$ cat src/rtl/pipe_skid_stage.sv
// Two-entry skid pipeline stage with registered in_ready and one-cycle latency.
// Optional saturating stall counter port enabled by PIPE_STAGE_STALL_CNT_EN.
module pipe_skid_stage #(
  parameter int unsigned       DATA_W  = 33,
  parameter logic [DATA_W-1:0] NOP_VAL = '0
) (
  input  logic              clk,
  input  logic              rst,
  input  logic              flush,
  input  logic              in_valid,
  input  logic [DATA_W-1:0] in_data,
  output logic              in_ready,
  output logic              out_valid,
  output logic [DATA_W-1:0] out_data,
  input  logic              out_ready
`ifdef PIPE_STAGE_STALL_CNT_EN
  ,
  output logic [15:0]       stall_cnt
`endif
);

  typedef enum logic [1:0] {
    S_EMPTY = 2'd0,
    S_ONE   = 2'd1,
    S_TWO   = 2'd2
  } state_e;

  state_e            state_q, state_d;
  logic              in_ready_q, in_ready_d;
  logic [DATA_W-1:0] main_q, main_d;
  logic [DATA_W-1:0] skid_q, skid_d;
  logic              push, pop;

  // Handshakes use only flopped state, so in_ready has no path from out_ready.
  always_comb begin
    push = in_valid & in_ready_q;
    pop  = out_valid & out_ready;
  end

  // State and in_ready registers; in_ready is precomputed from next state.
  always_ff @(posedge clk or posedge rst) begin
    if (rst) begin
      state_q    <= S_EMPTY;
      in_ready_q <= 1'b1;
    end else begin
      state_q    <= state_d;
      in_ready_q <= in_ready_d;
    end
  end

  // Next-state decision: flush wins over any push or pop.
  always_comb begin
    state_d = state_q;
    if (flush) begin
      state_d = S_EMPTY;
    end else begin
      case (state_q)
        S_EMPTY: begin
          if (push) state_d = S_ONE;
        end
        S_ONE: begin
          if (push && !pop)      state_d = S_TWO;
          else if (!push && pop) state_d = S_EMPTY;
        end
        S_TWO: begin
          if (pop) state_d = S_ONE;
        end
        default: state_d = S_EMPTY;
      endcase
    end
    in_ready_d = (state_d != S_TWO);
  end

  // Output decode from the current state.
  always_comb begin
    out_valid = (state_q != S_EMPTY);
    out_data  = out_valid ? main_q : NOP_VAL;
    in_ready  = in_ready_q;
  end

  // Payload steering: main always holds the oldest entry, skid the newer.
  always_comb begin
    main_d = main_q;
    skid_d = skid_q;
    if (!flush) begin
      case (state_q)
        S_EMPTY: begin
          if (push) main_d = in_data;
        end
        S_ONE: begin
          if (push && pop) main_d = in_data;
          else if (push)   skid_d = in_data;
        end
        S_TWO: begin
          if (pop) main_d = skid_q;
        end
        default: ;
      endcase
    end
  end

  // Main payload register; cleared so nothing stale survives reset.
  always_ff @(posedge clk or posedge rst) begin
    if (rst) main_q <= NOP_VAL;
    else     main_q <= main_d;
  end

  // Skid payload register; only observable in TWO, so it is not reset.
  always_ff @(posedge clk) begin
    skid_q <= skid_d;
  end

`ifdef PIPE_STAGE_STALL_CNT_EN
  logic [15:0] stall_cnt_q, stall_cnt_d;

  // Count cycles where a valid entry is held back, saturating at all ones.
  always_comb begin
    stall_cnt_d = stall_cnt_q;
    if (flush) begin
      stall_cnt_d = 16'h0000;
    end else if (out_valid && !out_ready && stall_cnt_q != 16'hFFFF) begin
      stall_cnt_d = stall_cnt_q + 16'h0001;
    end
  end

  // Stall counter register.
  always_ff @(posedge clk or posedge rst) begin
    if (rst) stall_cnt_q <= 16'h0000;
    else     stall_cnt_q <= stall_cnt_d;
  end

  assign stall_cnt = stall_cnt_q;
`endif

endmodule
$ cat config.mk
export PLATFORM = sky130hd
export DESIGN_NAME = pipe_skid_stage
export DESIGN_NICKNAME = d
export VERILOG_FILES = /design/src/rtl/pipe_skid_stage.sv
export SDC_FILE = /design/constraint.sdc
export NUM_CORES = 1
export LEC_CHECK = 0
export CORE_MARGIN = 1
export CORE_UTILIZATION = 35
export DETAILED_ROUTE_END_ITERATION = 10
export SYNTH_ARGS = -nofsm -noshare
export SYNTH_HDL_FRONTEND = slang
export SYNTH_SLANG_ARGS = --single-unit
$ cat constraint.sdc
create_clock -name clk -period 3.8 [get_ports clk]
set_input_delay 0.57 -clock clk [delete_from_list [all_inputs] [get_ports clk]]
set_output_delay 0.57 -clock clk [all_outputs]
set_load 0.02 [all_outputs]
==> qor.txt <==
Status -> finished, final reports clean
CTS resizes -> 0
First-pass GRT wire length -> 9956 µm
R2R setup slack -> 1.81 ns
Clock Power Share -> 0.309
H-tree levels -> 3
Largest area contributor in the netlist -> edfxtp_1
Vias in the first global route -> 1,968
Switching Share -> 0.2622
Min-delay worst type -> reg2reg
DR pass1 iterations -> 4
Layout cells sized above 1 -> 0.09968
RSZ-0062 raised after global routing -> no
Commonest non-fill, non-tap cell in the layout -> clkdlybuf4s50_1
CP required -> 3.23 ns
Post-synth net total -> 271
Flop pwr share -> 0.485
Synth Area in Compound Gates -> 0.07480
Synth Warn # -> 0
Detailed Place HPWL -> 3660 µm
#FFs+latches synth -> 69
Final ANT Viol Nets -> 0
Final wirelength -> 5853 µm
Fin nets -> 344
Min Hold Slack -> 0.5198 ns
Post-Synth Adder-Cell Area -> 0
Fin crit share -> 0.7166
Area growth, synth to finish -> 34.34%
Worst Setup Path Type -> reg2out
XOR/XNOR Fraction of Synth Area -> 0
Mux share of post-synthesis cell area -> 0.1122
Number of max-cap violations -> 0
Core region area -> 8175 µm²
Cts hold-fix bufs -> 0
Worst-path fanout max -> 34
Die Area -> 8783 µm²
Row cnt -> 33
Cell Area, Synth -> 2944 µm²
Via density -> 4.709
Iter 0 DRT Violations -> 108
DR WL/cell -> 14.07 µm
Via Count -> 1,959
CTS sink cnt -> 69
Most frequent cells in the layout -> 72 x clkdlybuf4s50_1, 35 x dfrtp_1, 34 x nor2_1
F_max -> 367.2 MHz
Clock latency on the worst-skew pair -> 0.33 ns
Grt total ovfl -> 0
Setup bufs post-CTS -> 0
Initial antenna violation count -> 0
Gate power share -> 0.206
Crit path time final -> 2.723 ns
Drt drc -> 0
Hold Vio Cnt, Final -> 0
Tot Pwr -> 0.001860 W
Die Ht -> 93.72 µm
Total internal power -> 0.001372 W
P_leak -> 1.648 nW
Max VDD drop -> 265.1 µV
Post-synthesis simple-gate area fraction -> 0.1347
Cts bufs inserted -> 9
Antenna diode count -> 0
GPL Wtd Cong -> 0.7976
Seq/Total Area, Yosys -> 0.6430
Startpoint class of the critical path -> register
CTS Root Cell -> clkbuf_8
Slew Viols, Final -> 0
Final Skew -> 0.009286 ns
Crit. End Element -> output port
Post-Synthesis Cells -> 233
Largest family of logic cells by synthesized area -> simple AND/OR/NAND/NOR gates
Synth top area share -> 0.3366
Syn Area/Cell -> 12.64 µm²
Total track usage -> 0.1488
Worst slew pin tran -> 0.8048 ns
Largest net degree at the start of global routing -> 67
Power density cells -> 470.2 nW/µm²
Placed cell count -> 400
Initial Util -> 0.3601
Port-buffer cells -> 72
Arr. time, crit path -> 2.15 ns
Design area -> 3955 µm²
Post-DP Area -> 3764 µm²
Clock transition at path regs -> 0.07 ns
Clock Tree Buf Depth -> 2
Die W -> 93.72 µm
TritonCTS clock tree -> built
Fin Setup TNS -> 0 ns
Post-Layout Cell Count -> 416
Total I/O pin count -> 73
Top post-synthesis cells by area -> edfxtp_1 34%, dfrtp_1 30%, mux2i_1 11%, nor2b_1 7.0%, nor2_1 4.5%
Slew headroom -> 0.4622
Psw -> 0.0004876 W
Final setup vio count -> 0
Netlist cell types -> 24
-- cells by family (layout without fill, tap and decap cells) --
logic type	Yosys count	in the layout
AO/OA/AOI/OAI	37	37
AND/OR/NAND/NOR	77	77
multiplexers	33	33
buffers and inverters	17	95
flip-flops	69	69
-- power by group through the flow --
stage	Clock (W)	Sequential (W)	Combinational, W
6_report	0.000575	0.000902	0.000382
5_1_grt	0.000622	0.000912	0.000422
4_1_cts	0.000591	0.000903	0.000389
3_5_place_dp	0	0.000916	0.000389
3_3_place_gp	0	0.000918	0.000381
2_1_floorplan	0	0.000902	0.000228
-- layout make-up --
type	instances	area (µm²)
clock buffer	11	141.4
clock inverter	5	50.05
fill	779	4220
inverter	3	11.26
multi-input combinational	147	977.2
sequential	69	1893
tap	105	131.4
timing repair buffer	76	750.7
-- worst paths after layout --
path	start	to	cells past startpoint
max	state_q[1]	out_data[22]	3
min	main_q[22]	main_q[22]	2
max reg2reg	state_q[0]	main_q[17]	4
min reg2reg	main_q[22]	main_q[22]	2
max in group asynchronous	rst	in_ready	3
min in group asynchronous	rst	main_q[20]	3
-- metal layers --
layer / track usage / routed length (µm)
met3: 0.03236 / 312
met2: 0.2232 / 2637
met1: 0.2052 / 2802
met4: 0.06923 / 100
met5: 0 / 0
-- stage by stage --
stage / utilization / setup slack [ns]
after floorplan: - / 0.2305
after global placement: 0.4604 / 1.389
after detailed placement: 0.4604 / 1.298
after CTS: 0.4838 / 1.006
after global routing: 0.4838 / 0.8683
final: 0.4838 / 1.077
-- sequential cells by signal, summed over array words and instances (netlist names) --
register  cells
main_q       33
in_ready      1
state_q       2
skid_q       33
-- synth_stat cells --
master / number
dfrtp_1: 35
nor2_1: 35
edfxtp_1: 33
mux2i_1: 33
nor2b_1: 33
a21oi_1: 26
a21oi_2: 7
buf_4: 5
clkbuf_1: 3
clkbuf_4: 3
inv_1: 3
a31oi_1: 2
buf_2: 2
nand2_1: 2
nand3b_1: 2
a211o_1: 1
a21o_1: 1
buf_6: 1
dfstp_2: 1
nand2b_1: 1
nand3_1: 1
nand4b_1: 1
nand4bb_1: 1
nor3_1: 1
-- worst max-delay path, cell delays in order (launching register included) --
cell and delay (ns):
dfrtp_1 0.47, nor2_4 0.65, nor2b_1 0.13, clkdlybuf4s50_1 0.57
Note: power is estimated with default switching activity, not from simulation.
